`config.mk`:
```
export PLATFORM = sky130hd
export DESIGN_NAME = frame_fifo_ctrl
export DESIGN_NICKNAME = d
export VERILOG_FILES = /design/src/rtl/frame_fifo_ctrl.sv
export SDC_FILE = /design/constraint.sdc
export NUM_CORES = 1
export LEC_CHECK = 0
export BUFFER_PORTS_ARGS = -buffer_cell sky130_fd_sc_hd__clkbuf_2
export CAP_MARGIN = 20
export CORE_ASPECT_RATIO = 0.9
export CORE_MARGIN = 2
export CORE_UTILIZATION = 35
export CTS_CLUSTER_SIZE = 40
export DETAILED_ROUTE_END_ITERATION = 6
export MAX_ROUTING_LAYER = met4
export SYNTH_ARGS = -nofsm -noshare
export SYNTH_HDL_FRONTEND = slang
export SYNTH_SLANG_ARGS = --single-unit
```
`constraint.sdc`:
```
create_clock -name CLK -period 9.7 [get_ports CLK]
set_input_delay 1.94 -clock CLK [delete_from_list [all_inputs] [get_ports CLK]]
set_output_delay 1.94 -clock CLK [all_outputs]
set_load 0.02 [all_outputs]
```
`src/rtl/frame_fifo_ctrl.sv`:
```
// Store-and-forward frame FIFO controller driving an external DUALRAM.
// Good frames are committed on EOF; bad or oversized frames are rewound.
module frame_fifo_ctrl #(
    parameter int AWIDTH = 6,
    parameter int DWIDTH = 32
) (
    input  logic              CLK,
    input  logic              RSTN,
    input  logic              WR_VALID,
    input  logic [DWIDTH-1:0] WR_DATA,
    input  logic              WR_EOF,
    input  logic              WR_BAD,
    output logic              WR_READY,
    output logic              RD_VALID,
    output logic [DWIDTH-1:0] RD_DATA,
    output logic              RD_EOF,
    input  logic              RD_READY,
    output logic              RAM_WE,
    output logic [AWIDTH-1:0] RAM_WADDR,
    output logic [DWIDTH:0]   RAM_WDATA,
    output logic [AWIDTH-1:0] RAM_RADDR,
    input  logic [DWIDTH:0]   RAM_RDATA,
    output logic [AWIDTH:0]   FRAMES,
    output logic [AWIDTH:0]   LEVEL,
    output logic              OVERFLOW
);

    typedef enum logic {S_WRITE, S_DROP} wstate_t;

    wstate_t         state, state_n;
    logic [AWIDTH:0] wcur, wcom, rptr, rfree;
    logic [AWIDTH:0] wcur_n, wcom_n;
    logic [AWIDTH:0] level, avail, depth_w;
    logic            full, ovf, we, commit, wr_rdy;

    logic [DWIDTH:0] buf0, buf1, buf0_n, buf1_n;
    logic [1:0]      occ;
    logic            inflight, pop, issue;
    logic [2:0]      occ_next;
    logic [AWIDTH:0] frames;

    assign depth_w = {1'b1, {AWIDTH{1'b0}}};
    assign level   = wcur - rfree;
    assign full    = (level == depth_w);
    assign avail   = wcom - rptr;

    always_comb begin
        state_n = state;
        wcur_n  = wcur;
        wcom_n  = wcom;
        wr_rdy  = 1'b1;
        we      = 1'b0;
        ovf     = 1'b0;
        commit  = 1'b0;
        case (state)
            S_WRITE: begin
                // A full RAM holding only the frame in progress cannot drain,
                // so that frame is dropped instead of stalling the writer.
                wr_rdy = !full || (wcom == rfree);
                if (WR_VALID && full && (wcom == rfree)) begin
                    ovf    = 1'b1;
                    wcur_n = wcom;
                    if (!WR_EOF) state_n = S_DROP;
                end else if (WR_VALID && wr_rdy) begin
                    we = 1'b1;
                    if (WR_EOF && WR_BAD) begin
                        wcur_n = wcom;
                    end else begin
                        wcur_n = wcur + 1'b1;
                    end
                    if (WR_EOF && !WR_BAD) begin
                        wcom_n = wcur + 1'b1;
                        commit = 1'b1;
                    end
                end
            end
            S_DROP: begin
                if (WR_VALID && WR_EOF) state_n = S_WRITE;
            end
            default: state_n = S_WRITE;
        endcase
    end

    always_ff @(posedge CLK or negedge RSTN) begin
        if (!RSTN) begin
            state <= S_WRITE;
            wcur  <= '0;
            wcom  <= '0;
        end else begin
            state <= state_n;
            wcur  <= wcur_n;
            wcom  <= wcom_n;
        end
    end

    assign pop      = (occ != 2'd0) && RD_READY;
    assign occ_next = {1'b0, occ} + {2'b0, inflight} - {2'b0, pop};
    assign issue    = (avail != '0) && (occ_next < 3'd2);

    // Incoming RAM word lands in whichever slot is next free after this cycle's pop.
    always_comb begin
        buf0_n = buf0;
        buf1_n = buf1;
        if (pop) buf0_n = buf1;
        if (inflight) begin
            if (occ_next == 3'd1) buf0_n = RAM_RDATA;
            else                  buf1_n = RAM_RDATA;
        end
    end

    always_ff @(posedge CLK or negedge RSTN) begin
        if (!RSTN) begin
            rptr     <= '0;
            rfree    <= '0;
            occ      <= '0;
            inflight <= 1'b0;
            buf0     <= '0;
            buf1     <= '0;
            frames   <= '0;
        end else begin
            if (issue) rptr <= rptr + 1'b1;
            if (pop)   rfree <= rfree + 1'b1;
            inflight <= issue;
            occ      <= occ_next[1:0];
            buf0     <= buf0_n;
            buf1     <= buf1_n;
            if (commit && !(pop && buf0[DWIDTH])) begin
                frames <= frames + 1'b1;
            end else if (!commit && pop && buf0[DWIDTH]) begin
                frames <= frames - 1'b1;
            end
        end
    end

    assign WR_READY  = wr_rdy;
    assign RAM_WE    = we & RSTN;
    assign OVERFLOW  = ovf & RSTN;
    assign RAM_WADDR = wcur[AWIDTH-1:0];
    assign RAM_WDATA = {WR_EOF, WR_DATA};
    assign RAM_RADDR = rptr[AWIDTH-1:0];
    assign RD_VALID  = (occ != 2'd0);
    assign RD_DATA   = buf0[DWIDTH-1:0];
    assign RD_EOF    = buf0[DWIDTH];
    assign FRAMES    = frames;
    assign LEVEL     = level;

endmodule

```
* After elaboration in Yosys (flattened, before gate mapping)
Cells that the tools add are included.
** Storage, ports and cells
- Input bits :: 71
- Flip-flop bits (word level) :: 105
- Output and inout bits :: 96
- Logic and storage cells :: 74
** Cells by class
- Bitwise operators :: 5
- $lt $le $gt $ge :: 1
- Reductions and logical operators :: 24
- Add/subtract/negate cells :: 9
- Mux-type cells :: 22
- Equal/unequal tests :: 3
** Operators by type and width (count)
- 33-bit 2-to-1 mux :: 3
- 7-bit 2-to-1 mux :: 5
- 7-bit by 1-bit adder with 7-bit output, second input constant :: 4
- 7-bit subtractor :: 2
- 1-bit 2-to-1 mux :: 13
- 1-bit logical AND :: 12
- 7-bit equality test :: 1
- 7-bit equality test, second input constant :: 1
- 7-bit nonzero test :: 1
- 7-bit by 1-bit subtractor with 7-bit output, second input constant :: 1
- 2-bit nonzero test :: 3
- 1-bit zero test :: 4
- 2-bit AND reduction :: 2
- 4-bit AND reduction :: 1
- 2-bit by 1-bit adder with 3-bit output :: 1
- 3-bit by 1-bit equality test with 1-bit output, second input constant :: 1
- 3-bit by 2-bit < comparator with 1-bit output, second input constant :: 1
- 1-bit inverter :: 3
- 3-bit by 1-bit subtractor with 3-bit output :: 1
- 1-bit bitwise AND :: 2
- 1-bit case mux with 2 select lines :: 1
- 1-bit logical OR :: 1

* Logic depth before layout (Yosys ltp)
Gate-level depths: netlist of run 1.
- Depth after elaboration :: 13
- Mapped depth :: 17
- Mapped depth without buffers :: 16

* Least setup slack after synthesis of run 1
Ideal clock, no wire load.
- Kind :: input to register
- Start point :: input RD_READY
- End point :: register buf1[10]
- Setup time :: 125 ps
- Data arrival time :: 4926 ps
- Required time :: 9575 ps
- Setup slack :: 4649 ps
- Stages :: 14
- Cell sequence :: nand2_1 > inv_1 > clkbuf_1 > clkbuf_1 > ha_1 > inv_1 > ha_1 > inv_1 > fa_1 > xor2_1 > nor2_1 > a21oi_1 > clkbuf_1 > mux2_2
** On the way
- Longest elaborated chain between the ends :: 5
** Ends and longest elaborated chain
- start: declaration :: RTL line 17 : input logic RD_READY,
- 1-bit logical AND :: RTL line 96 : assign pop = (occ != 2'd0) && RD_READY;
- net pop :: RTL line 38 : logic inflight, pop, issue;
- 3-bit by 1-bit subtractor with 3-bit output :: RTL line 97 : assign occ_next = {1'b0, occ} + {2'b0, inflight} - {2'b0, pop};
- 3-bit by 1-bit equality test with 1-bit output :: RTL line 106 : if (occ_next == 3'd1) buf0_n = RAM_RDATA;
- 1-bit inverter (no source line)
- 2-bit AND reduction (no source line)
- end signal: assignment :: RTL line 126 : buf1 <= buf1_n;
- end: declaration :: RTL line 36 : logic [DWIDTH:0] buf0, buf1, buf0_n, buf1_n;
The timed path passes the listed nets, and every way through them passes these cells.
A chain may end at the register's enable or synchronous reset.

* Worst setup path after layout of run 1
- Start point :: register wcur[0]
- End point :: output WR_READY
** On the way
- Longest elaborated chain between the ends :: 5
** Ends and longest elaborated chain
- start: declaration :: RTL line 31 : logic [AWIDTH:0] wcur, wcom, rptr, rfree;
- start signal: assignment :: RTL line 91 : wcur <= wcur_n;
- 7-bit subtractor :: RTL line 43 : assign level = wcur - rfree;
- 7-bit equality test :: RTL line 44 : assign full = (level == depth_w);
- 1-bit zero test :: RTL line 59 : wr_rdy = !full || (wcom == rfree);
- 1-bit logical OR :: RTL line 59
- 1-bit 2-to-1 mux :: RTL line 55 : case (state)
- end: declaration :: RTL line 13 : output logic WR_READY,
No other way between the ends.

==> flow_summary.json, run 1 <==
{
  "finalSetupTns_ns": 0,
  "crit_path_end_kind": "primary output",
  "drive_gt1_share_pct": 27.6,
  "cts_sinks": 105,
  "tightest_slew_ns": 0.827,
  "grt_antenna_before_repair": 0,
  "finalNetCount": 725,
  "drv_slew": 0,
  "crit_arrival_ns": 3.19,
  "die_h_um": 126,
  "synth_ff_type": "dfrtp_1",
  "gp_congestion": 0.803,
  "power_density_mw_per_mm2": 406,
  "setup_viol_count_final": 0,
  "final.period_utilization_pct": 52.9,
  "first_global_vias": 4334,
  "htreeDepth": 3,
  "ir_worst_vdd_mv": 0.232,
  "die_x_um": 140,
  "ctsResizeCount": 0,
  "gr-total-overflow": 0,
  "drt_iter0_markers": 183,
  "clk_path_buf_depth": 2,
  "place_area_mm2": 0.00618,
  "dieArea_mm2": 0.0176,
  "avgSynthCellArea_um2": 10.0,
  "rsz0062_at_grt": "no",
  "io_pins": 167,
  "post-cts-setup-buffer-count": 0,
  "power.leakage_nw": 3.07,
  "final_util_pct": 40.4,
  "place_ws_ns": 4.84,
  "tritoncts.num_buffers": 9,
  "hold_violations": 0,
  "routed_wl_mm": 13.2,
  "yosys_register_bits": 105,
  "fp.coreArea_mm2": 0.0161,
  "area_growth_pct": 12.5,
  "clk-insertion-delay-late_ns": 0.35,
  "drc": 0,
  "worstHoldPathType": "reg2reg",
  "grt_pass1_wl_mm": 21.8,
  "grt_usage_pct": 15.6,
  "detail_route.wl_per_cell_um": 15.7,
  "synth_area_mm2": 0.00578,
  "slew_headroom_pct": 44.8,
  "fin_ws_ns": 4.57,
  "fmax_mhz": 195,
  "grt_max_degree": 67,
  "cp.required_ns": 7.76,
  "synth_cells": 576,
  "finalCriticalPeriod_ns": 5.13,
  "hold_slack_ns": 0.487,
  "start_util_pct": 35.9,
  "cts_tree": "yes",
  "synth_seq_area_share_pct": 45.4,
  "crit_type": "reg2out",
  "drt_first_pass_iters": 5,
  "viasPerCell": 5.07,
  "synth_edf_count": 0,
  "yosysUniqueCellTypes": 52,
  "port_buffers": 102,
  "syn_nets": 673,
  "ys_warn_count": 0,
  "antennaDiodeCount": 0,
  "critical_path.max_fanout": 5,
  "cts_root_buf": "clkbuf_16",
  "num_rows": 44,
  "maxCapViolations": 0,
  "fin_area_mm2": 0.00651,
  "start_kind": "flop",
  "dpl.hpwl_mm": 9.22,
  "skew_ns": 0.00685,
  "vias": 4255,
  "status": "finished, final reports clean",
  "drtAntennaViolNets": 0,
  "clk_pin_slew_ns": 0.07,
  "synthArstFlopShare_pct": 100,
  "hold_buffers": 0
}
-- flip-flops by register name, summed over array words and instances, names as in the netlist --
signal	flops
state	1
buf1	33
wcur	7
buf0	33
occ	2
rptr	7
wcom	7
inflight	1
FRAMES	7
rfree	7
-- cells in the mapped netlist, types with 3 or more instances --
cell	number	area [um^2]
nand4_1	9	56.3
nand3_1	8	40.0
or3_1	4	25.0
and2_1	5	31.3
dfrtp_1	105	2630
a21oi_1	11	55.1
inv_1	26	97.6
mux2i_1	9	90.1
nor4_1	4	25.0
o31a_1	4	35.0
clkbuf_1	20	75.1
ha_1	23	288
nor2_1	43	161
nand2_1	84	315
fa_1	3	60.1
mux2_2	38	428
nor2b_1	4	25.0
a31oi_1	33	206
and3_1	4	25.0
xnor2_1	25	219
o21ai_0	12	60.1
a2bb2oi_1	6	52.6
buf_4	45	338
xor2_1	14	123
-- layout by cell type, fill, tap and decap left out, drive strengths merged, types with 9 or more instances in the layout --
cell type,synthesis,final
xnor2,25,25
a21oi,11,11
ha,23,23
a31oi,34,34
nand4,9,9
xor2,14,14
nand2,85,85
o21ai,14,14
dfrtp,105,105
inv,26,29
nor2,43,43
mux2,38,38
mux2i,9,9
clkbuf,20,111
-- per-layer routing --
| layer | up-vias | GRT usage, % | routed length [um] | part of all wire [%] |
|---|---|---|---|---|
| met5 | - | - | 0 | 0 |
| met4 | 0 | 3.92 | 213 | 1.6 |
| met3 | 30 | 5.10 | 926 | 7.0 |
| met2 | 120 | 24.0 | 5940 | 45 |
| met1 | 2072 | 20.1 | 6070 | 46 |
| li1 | 2033 | - | - | - |
-- per-stage QoR --
step                power, mW  std cells
finish                   2.64        840
global route             2.85        840
CTS                      2.65        839
detailed placement       2.26        823
global placement         2.21        823
floorplan                1.90        576
-- worst max-delay path: stages, from the launching register on --
cell	delay, ns
dfrtp_1	0.41
inv_1	0.11
ha_1	0.23
fa_1	0.41
nor2b_1	0.19
o22ai_2	0.14
o31ai_1	0.44
o21ba_2	0.29
nand2_1	0.10
or3_1	0.36
clkbuf_2	0.16
-- path summary, 6_finish.rpt --
| check | slack, ns | cells after the start | start | endpoint |
|---|---|---|---|---|
| setup reg to reg | 5.77 | 16 | wcur[0]$_DFFE_PN0P_ | FRAMES[6]$_DFFE_PN0P_ |
| max in group asynchronous | 6.90 | 2 | RSTN | buf1[14]$_DFFE_PN0P_ |
| min in group asynchronous | 1.57 | 1 | RSTN | buf1[15]$_DFFE_PN0P_ |
| hold reg to reg | 0.49 | 1 | FRAMES[6]$_DFFE_PN0P_ | FRAMES[6]$_DFFE_PN0P_ |
| hold / removal | 0.49 | 1 | FRAMES[6]$_DFFE_PN0P_ | FRAMES[6]$_DFFE_PN0P_ |
| setup / recovery | 4.57 | 10 | wcur[0]$_DFFE_PN0P_ | WR_READY |
-- power by group --
group	total, mW	switching [mW]	leakage (nW)	internal (mW)
Combinational	1.42	0.830	1.66	0.591
Sequential	0.843	0.184	1.27	0.659
Clock	0.375	0.171	0.149	0.204
-- layout make-up --
class / count / area [um^2]
well taps: 207 / 259
multi-input cells: 378 / 2650
clock buffers: 10 / 229
flip-flops and latches: 105 / 2630
fillers: 1559 / 9620
inverters: 26 / 97.6
repair buffers: 108 / 578
clock inverters: 6 / 72.6
-- cell families after synthesis --
logic type,share of synthesized area (%)
AOI/OAI and AO/OA,10.9
xor gates and xnor gates,5.91
adders and majority gates,6.01
buffers and inverters,9.11
DFF,45.4
muxes,8.96
and+or+nand+nor,13.7
(Power assumes the default switching activity.)
==> run 2: changes to the inputs <==
- ABC_AREA: unset -> 1
- clock period: 9.7 -> 4.3 ns (I/O delays scaled with it)
==> run 2 against run 1 <==
  * Sequential power rose by 120%
  * Cell area rose by 2.2%
  * Register-to-register slack got worse by 5.0 ns
  * Critical path type is now reg2reg
  * Final cell count rose by 12%
==> flow_summary.json, run 2 <==
{
  "status": "finished, final reports clean",
  "hold_slack_ns": 0.493,
  "worst_hold_path.endpoint": "state$_DFF_PN0_",
  "critical_path.max_fanout": 16,
  "synth_top_cell_by_area": "dfrtp_1",
  "dp.cells": 928,
  "crit_path_end_kind": "flop",
  "maxCapViolations": 0,
  "pwr-share-comb_pct": 54.3,
  "cts_root_buf": "clkbuf_16",
  "finalCriticalPeriod_ns": 3.56,
  "grt_usage_pct": 15.6,
  "skew_ns": 0.00932,
  "final_cell_mix": "170 x nand2_1, 105 x dfrtp_1, 101 x clkbuf_2",
  "die_h_um": 128,
  "post-cts-setup-buffer-count": 0,
  "yosys_register_bits": 105,
  "dieArea_mm2": 0.0181,
  "num_rows": 45,
  "clk_path_buf_depth": 2,
  "crit_start": "wcur[0]$_DFFE_PN0P_",
  "htreeDepth": 3,
  "r2r_start": "wcur[0]$_DFFE_PN0P_",
  "grt_antenna_before_repair": 0,
  "timing.rr.end": "FRAMES[6]$_DFFE_PN0P_",
  "fp.coreArea_mm2": 0.0168,
  "synth_seq_area_share_pct": 44.1,
  "final_common_cell": "nand2_1",
  "io_pins": 167,
  "start_util_pct": 35.5,
  "hold_depth": 2,
  "synth_common_cells": "170 x nand2_1, 105 x dfrtp_1, 61 x inv_1",
  "cts_sinks": 105,
  "drc": 0,
  "area_growth_pct": 11.6,
  "finalSetupTns_ns": 0,
  "seq_power_share_pct": 31.4,
  "ir_worst_vdd_mv": 0.324,
  "dpl.hpwl_mm": 8.94,
  "cpMostUsedCell": "nand2_1",
  "synth_edf_count": 0,
  "hold_buffers": 0,
  "cts_tree": "yes",
  "synth_cells": 674,
  "cpMaxStageDelayCell": "dfrtp_1",
  "final.period_utilization_pct": 82.8,
  "setup_viol_count_final": 0,
  "drt_iter0_markers": 265,
  "fmax_mhz": 281,
  "synthArstFlopShare_pct": 100,
  "yosys-top-cells-area": "dfrtp_1 44%, nand2_1 11%, mux2_2 6.2%",
  "clkPwrFrac_pct": 14.3,
  "first_global_vias": 4292,
  "grt_pass1_wl_mm": 21.7,
  "synth.top_cell.area_share_pct": 44.1,
  "yosysUniqueCellTypes": 38,
  "slew_headroom_pct": 47.1,
  "switching_power_mw": 2.71,
  "switching_share_pct": 45.9,
  "final_cells": 943,
  "gp_congestion": 0.819,
  "start_kind": "flop",
  "clk_pin_slew_ns": 0.07,
  "gr-total-overflow": 0,
  "avgSynthCellArea_um2": 8.85,
  "tritoncts.num_buffers": 9,
  "grt_max_degree": 67,
  "rsz0062_at_grt": "no",
  "reg_top3": "buf0 (33), buf1 (33)",
  "ff2ff_path_depth": 24,
  "synth_ff_type": "dfrtp_1",
  "detail_route.wl_per_cell_um": 13.7,
  "power_mw": 5.90,
  "ff2ff_setup_slack_ns": 0.74,
  "synth_area_mm2": 0.00596,
  "tightest_slew_ns": 0.794,
  "hold_violations": 0,
  "cp.required_ns": 4.55,
  "finalNetCount": 825,
  "crit_arrival_ns": 3.81,
  "max_stage_delay_ns": 0.42,
  "worstHoldPathType": "reg2reg",
  "clk-insertion-delay-late_ns": 0.35,
  "drt_first_pass_iters": 4,
  "syn_nets": 771,
  "power_density_mw_per_mm2": 887,
  "viasPerCell": 4.73,
  "antennaDiodeCount": 0,
  "p_int_mw": 3.19,
  "port_buffers": 102,
  "power.leakage_nw": 3.38,
  "die_x_um": 142,
  "routed_wl_mm": 12.9,
  "drv_slew": 0,
  "ctsResizeCount": 0,
  "yosysMostFrequentCell": "nand2_1",
  "drtAntennaViolNets": 0,
  "ys_warn_count": 0,
  "hold_path_startpoint": "state$_DFF_PN0_",
  "crit_type": "reg2reg",
  "drive_gt1_share_pct": 25.8,
  "vias": 4459,
  "crit_chain": "inv_1, ha_1, fa_1, inv_1, nand2_1, nand2_1, nand2_1, nand2_2, nor2_4, nand3_4, nor2_4, nor2_8, nand3_4, ha_1, a21oi_1, o21ai_0, a21oi_1, inv_1, a21oi_1, inv_1, nand2_1, nand2_1, nand2_1, nand2_1"
}
## run 2: cell count changes after synthesis, moves of 6 or more
cell | before | now
inv_2 | 0 | 6
a21oi_1 | 11 | 17
o21ai_0 | 12 | 5
nand2_1 | 84 | 170
o21ai_1 | 1 | 10
mux2i_1 | 9 | 0
nand3_1 | 8 | 23
a2bb2oi_1 | 6 | 0
clkbuf_1 | 20 | 7
inv_1 | 26 | 61
xnor2_1 | 25 | 12
## run 2: kinds of logic (layout without fill, tap and decap cells)
logic type / Yosys count / count (layout) / share of synthesized area, %
multiplexers: 33 / 33 / 6.23
XOR/XNOR: 31 / 31 / 4.55
AND/OR/NAND/NOR: 275 / 275 / 20.9
buffers and inverters: 133 / 191 / 11.6
AO/OA/AOI/OAI: 71 / 71 / 6.86
flip-flops: 105 / 105 / 44.1
adder cells (fa/ha/maj): 26 / 26 / 5.83
## run 2: layout make-up
type | instances | area (um^2)
clock buffers | 10 | 239
clock inverters | 5 | 61.3
fillers | 1708 | 10100
inverters | 68 | 255
multi-input cells | 436 | 2650
flip-flops and latches | 105 | 2630
well taps | 211 | 264
repair buffers | 108 | 558
## run 2: power by group through the flow
stage	combinational (mW)	clock (mW)	sequential, mW
6_report	3.20	0.846	1.85
5_1_grt	3.63	0.910	1.92
4_1_cts	3.24	0.874	1.85
3_5_place_dp	3.23	0	1.86
3_3_place_gp	3.20	0	1.86
2_1_floorplan	2.31	0	2.00
## run 2: metal layers
metal  global-route usage [%]  wire (um)
met1                     21.0       6160
met3                     5.38        916
met4                     2.88         93
met5                        -          0
met2                     23.0       5710
## run 2: critical path: cells and delay by family, from the launching register on
kind	cells	cell delay (ns)
and+or+nand+nor	13	1.14
adders and majority gates	3	0.98
AOI/OAI and AO/OA	4	0.61
DFF	1	0.42
buffers and inverters	4	0.31
## run 2: worst max-delay path by stage
stage / to / slack (ns) / cells past startpoint
floorplan: buf1[10]$_DFFE_PN0P_ / 0.60 / 15
global placement: FRAMES[5]$_DFFE_PN0P_ / 0.85 / 23
detailed placement: FRAMES[6]$_DFFE_PN0P_ / 0.75 / 24
CTS: FRAMES[6]$_DFFE_PN0P_ / 0.73 / 24
global route: FRAMES[6]$_DFFE_PN0P_ / 0.33 / 22
finish: FRAMES[6]$_DFFE_PN0P_ / 0.74 / 24
## run 2: metrics by stage
step / util [%] / area (um^2) / setup WS [ns]
floorplan: - / 5960 / 0.597
global placement: 37.9 / 6350 / 0.845
detailed placement: 37.9 / 6350 / 0.755
CTS: 39.7 / 6660 / 0.731
global route: 39.7 / 6660 / 0.334
finish: 39.7 / 6660 / 0.741
==> run 3: changes to the inputs <==
- ABC_AREA: 1 -> 0
- clock period: 4.3 -> 3.2 ns (I/O delays scaled with it)
==> run 3 against run 2 <==
  * The run now ends with setup timing left
  * Worst hold slack got worse by 0.27 ns
  * Wire length rose by 6.3%
  * Critical path depth shrank 13
  * Final cell count is 6.2% lower
  * Sequential power grew 33%
  * Via count is 0.96% lower
  * Clock-buffer cell count unchanged
  * Non-clock buffer count is 45 higher
  * First-iteration DRC count down 48%
  * Clock skew is 0.0027 ns lower
  * Setup slack got worse by 1.0 ns
  * Sequential cell count stayed put
  * Critical path type is now reg2out
==> flow_summary.json, run 3 (synthesized netlist as in run 1, its figures left out) <==
{
  "drt_iter0_markers": 137,
  "routed_wl_mm": 13.7,
  "die_h_um": 126,
  "seq_power_share_pct": 26.7,
  "hold_violations": 0,
  "finalCriticalPeriod_ns": 3.48,
  "detail_route.wl_per_cell_um": 15.5,
  "grt_max_degree": 40,
  "cts_tree": "yes",
  "r2r_start": "rfree[0]$_DFFE_PN0P_",
  "ir_worst_vdd_mv": 1.03,
  "p_int_mw": 5.20,
  "antennaDiodeCount": 0,
  "num_rows": 44,
  "final_common_cell": "dfrtp_1",
  "worstHoldPathType": "in2async",
  "start_util_pct": 35.9,
  "drc": 0,
  "gp_congestion": 0.809,
  "rsz0062_at_grt": "yes",
  "met2_usage_pct": 26.0,
  "violations": "setup timing",
  "maxCapViolations": 0,
  "path_buf_inv": 3,
  "fmax_mhz": 288,
  "fp.coreArea_mm2": 0.0161,
  "path_depth": 11,
  "io_pins": 167,
  "cts_root_buf": "clkbuf_16",
  "clk-insertion-delay-late_ns": 0.36,
  "use_met1_pct": 21.5,
  "final.period_utilization_pct": 109,
  "cpMostUsedCell": "buf_6",
  "cp.required_ns": 2.56,
  "clk_pin_slew_ns": 0.07,
  "crit_family": "simple AND/OR/NAND/NOR gates",
  "area_growth_pct": 24.1,
  "fin_ws_ns": -0.276,
  "power_mw": 9.23,
  "switching_share_pct": 43.7,
  "gr-total-overflow": 0,
  "ff2ff_path_depth": 17,
  "dpl.hpwl_mm": 9.51,
  "cpMaxStageDelayCell": "fa_2",
  "use_met3_pct": 4.37,
  "final_cell_mix": "104 x dfrtp_1, 98 x clkbuf_2, 82 x nand2_1",
  "grt_pass1_wl_mm": 23.2,
  "first_global_vias": 4634,
  "vias": 4416,
  "power.leakage_nw": 3.38,
  "drtAntennaViolNets": 0,
  "grt_antenna_before_repair": 0,
  "fin_area_mm2": 0.00718,
  "finalNetCount": 770,
  "tightest_slew_ns": 0.553,
  "clk_path_buf_depth": 2,
  "viasPerCell": 4.99,
  "slew_headroom_pct": 62.8,
  "port_buffers": 102,
  "final_cells": 885,
  "pwr-share-comb_pct": 60.4,
  "status": "finished, violations left",
  "drive_gt1_share_pct": 37.0,
  "tritoncts.num_buffers": 9,
  "ff2ff_setup_slack_ns": -0.26,
  "clkPwrFrac_pct": 12.9,
  "drv_slew": 0,
  "die_x_um": 140,
  "switching_power_mw": 4.03,
  "setup_viol_count_final": 7,
  "crit_chain": "ha_4, fa_2, nor2b_4, o22ai_4, buf_6, mux2i_2, buf_4, nor2_4, nand2_4, or3_4, buf_6",
  "drt_first_pass_iters": 4,
  "start_kind": "flop",
  "place_area_mm2": 0.00655,
  "dp.cells": 855,
  "grt_usage_pct": 16.7,
  "skew_ns": 0.00663,
  "critical_path.max_fanout": 3,
  "grt.busiest_layer": "met2",
  "cts_sinks": 105,
  "crit_path_end_kind": "primary output",
  "crit_arrival_ns": 2.84,
  "dieArea_mm2": 0.0176,
  "crit_type": "reg2out",
  "reg_top3": "buf0 (33), buf1 (33)",
  "max_stage_delay_ns": 0.45,
  "htreeDepth": 3,
  "crit_start": "rfree[0]$_DFFE_PN0P_",
  "power_density_mw_per_mm2": 1290
}
[run 3: final cells by class]
type | count | area [um^2]
multi-input cells | 378 | 2900
well taps | 207 | 259
clock inverters | 6 | 81.3
clock buffers | 10 | 229
flip-flops and latches | 105 | 2630
fillers | 1555 | 8950
repair buffers | 153 | 980
inverters | 26 | 100
[run 3: worst paths after layout]
kind,to
min in group CLK,FRAMES[6]$_DFFE_PN0P_
max in group asynchronous,rfree[0]$_DFFE_PN0P_
max,WR_READY
max reg2reg,FRAMES[6]$_DFFE_PN0P_
min,wcur[5]$_DFFE_PN0P_
min reg2reg,FRAMES[6]$_DFFE_PN0P_
[run 3: layer usage]
layer | vias to the layer above | share of wire (%)
met3 | 29 | 5.4
met1 | 2160 | 47
met2 | 107 | 46
met4 | 0 | 1.8
li1 | 2120 | -
met5 | - | 0
[run 3: through the flow]
| stage | setup TNS [ns] | utilization [%] | setup slack [ns] | hold WS, ns |
|---|---|---|---|---|
| 3_3_place_gp | -0.130 | 40.6 | -0.0808 | 0.463 |
| 3_5_place_dp | -0.431 | 40.6 | -0.176 | 0.467 |
| 6_report | -1.31 | 44.5 | -0.276 | 0.221 |
| 2_1_floorplan | -0.374 | - | -0.162 | 0.344 |
| 5_1_grt | -2.05 | 44.5 | -0.390 | 0.249 |
| 4_1_cts | -0.584 | 43.4 | -0.188 | 0.237 |
[run 3: power groups by stage]
stage | Clock, mW | Sequential, mW | Combinational (mW)
2_1_floorplan | 0 | 2.73 | 3.29
3_3_place_gp | 0 | 2.45 | 4.90
3_5_place_dp | 0 | 2.47 | 5.05
4_1_cts | 1.24 | 2.47 | 5.26
5_1_grt | 1.29 | 2.57 | 6.14
6_report | 1.19 | 2.46 | 5.57
[run 3: timing repair]
action / in CTS / in global routing
pin swaps: 13 / 22
gates cloned: 0 / 0
endpoints found under the hold margin: 0 / 0
setup endpoints to repair: 7 / 10
resized for setup: 14 / 30
hold buffers: 0 / 0
setup buffers: 8 / 8
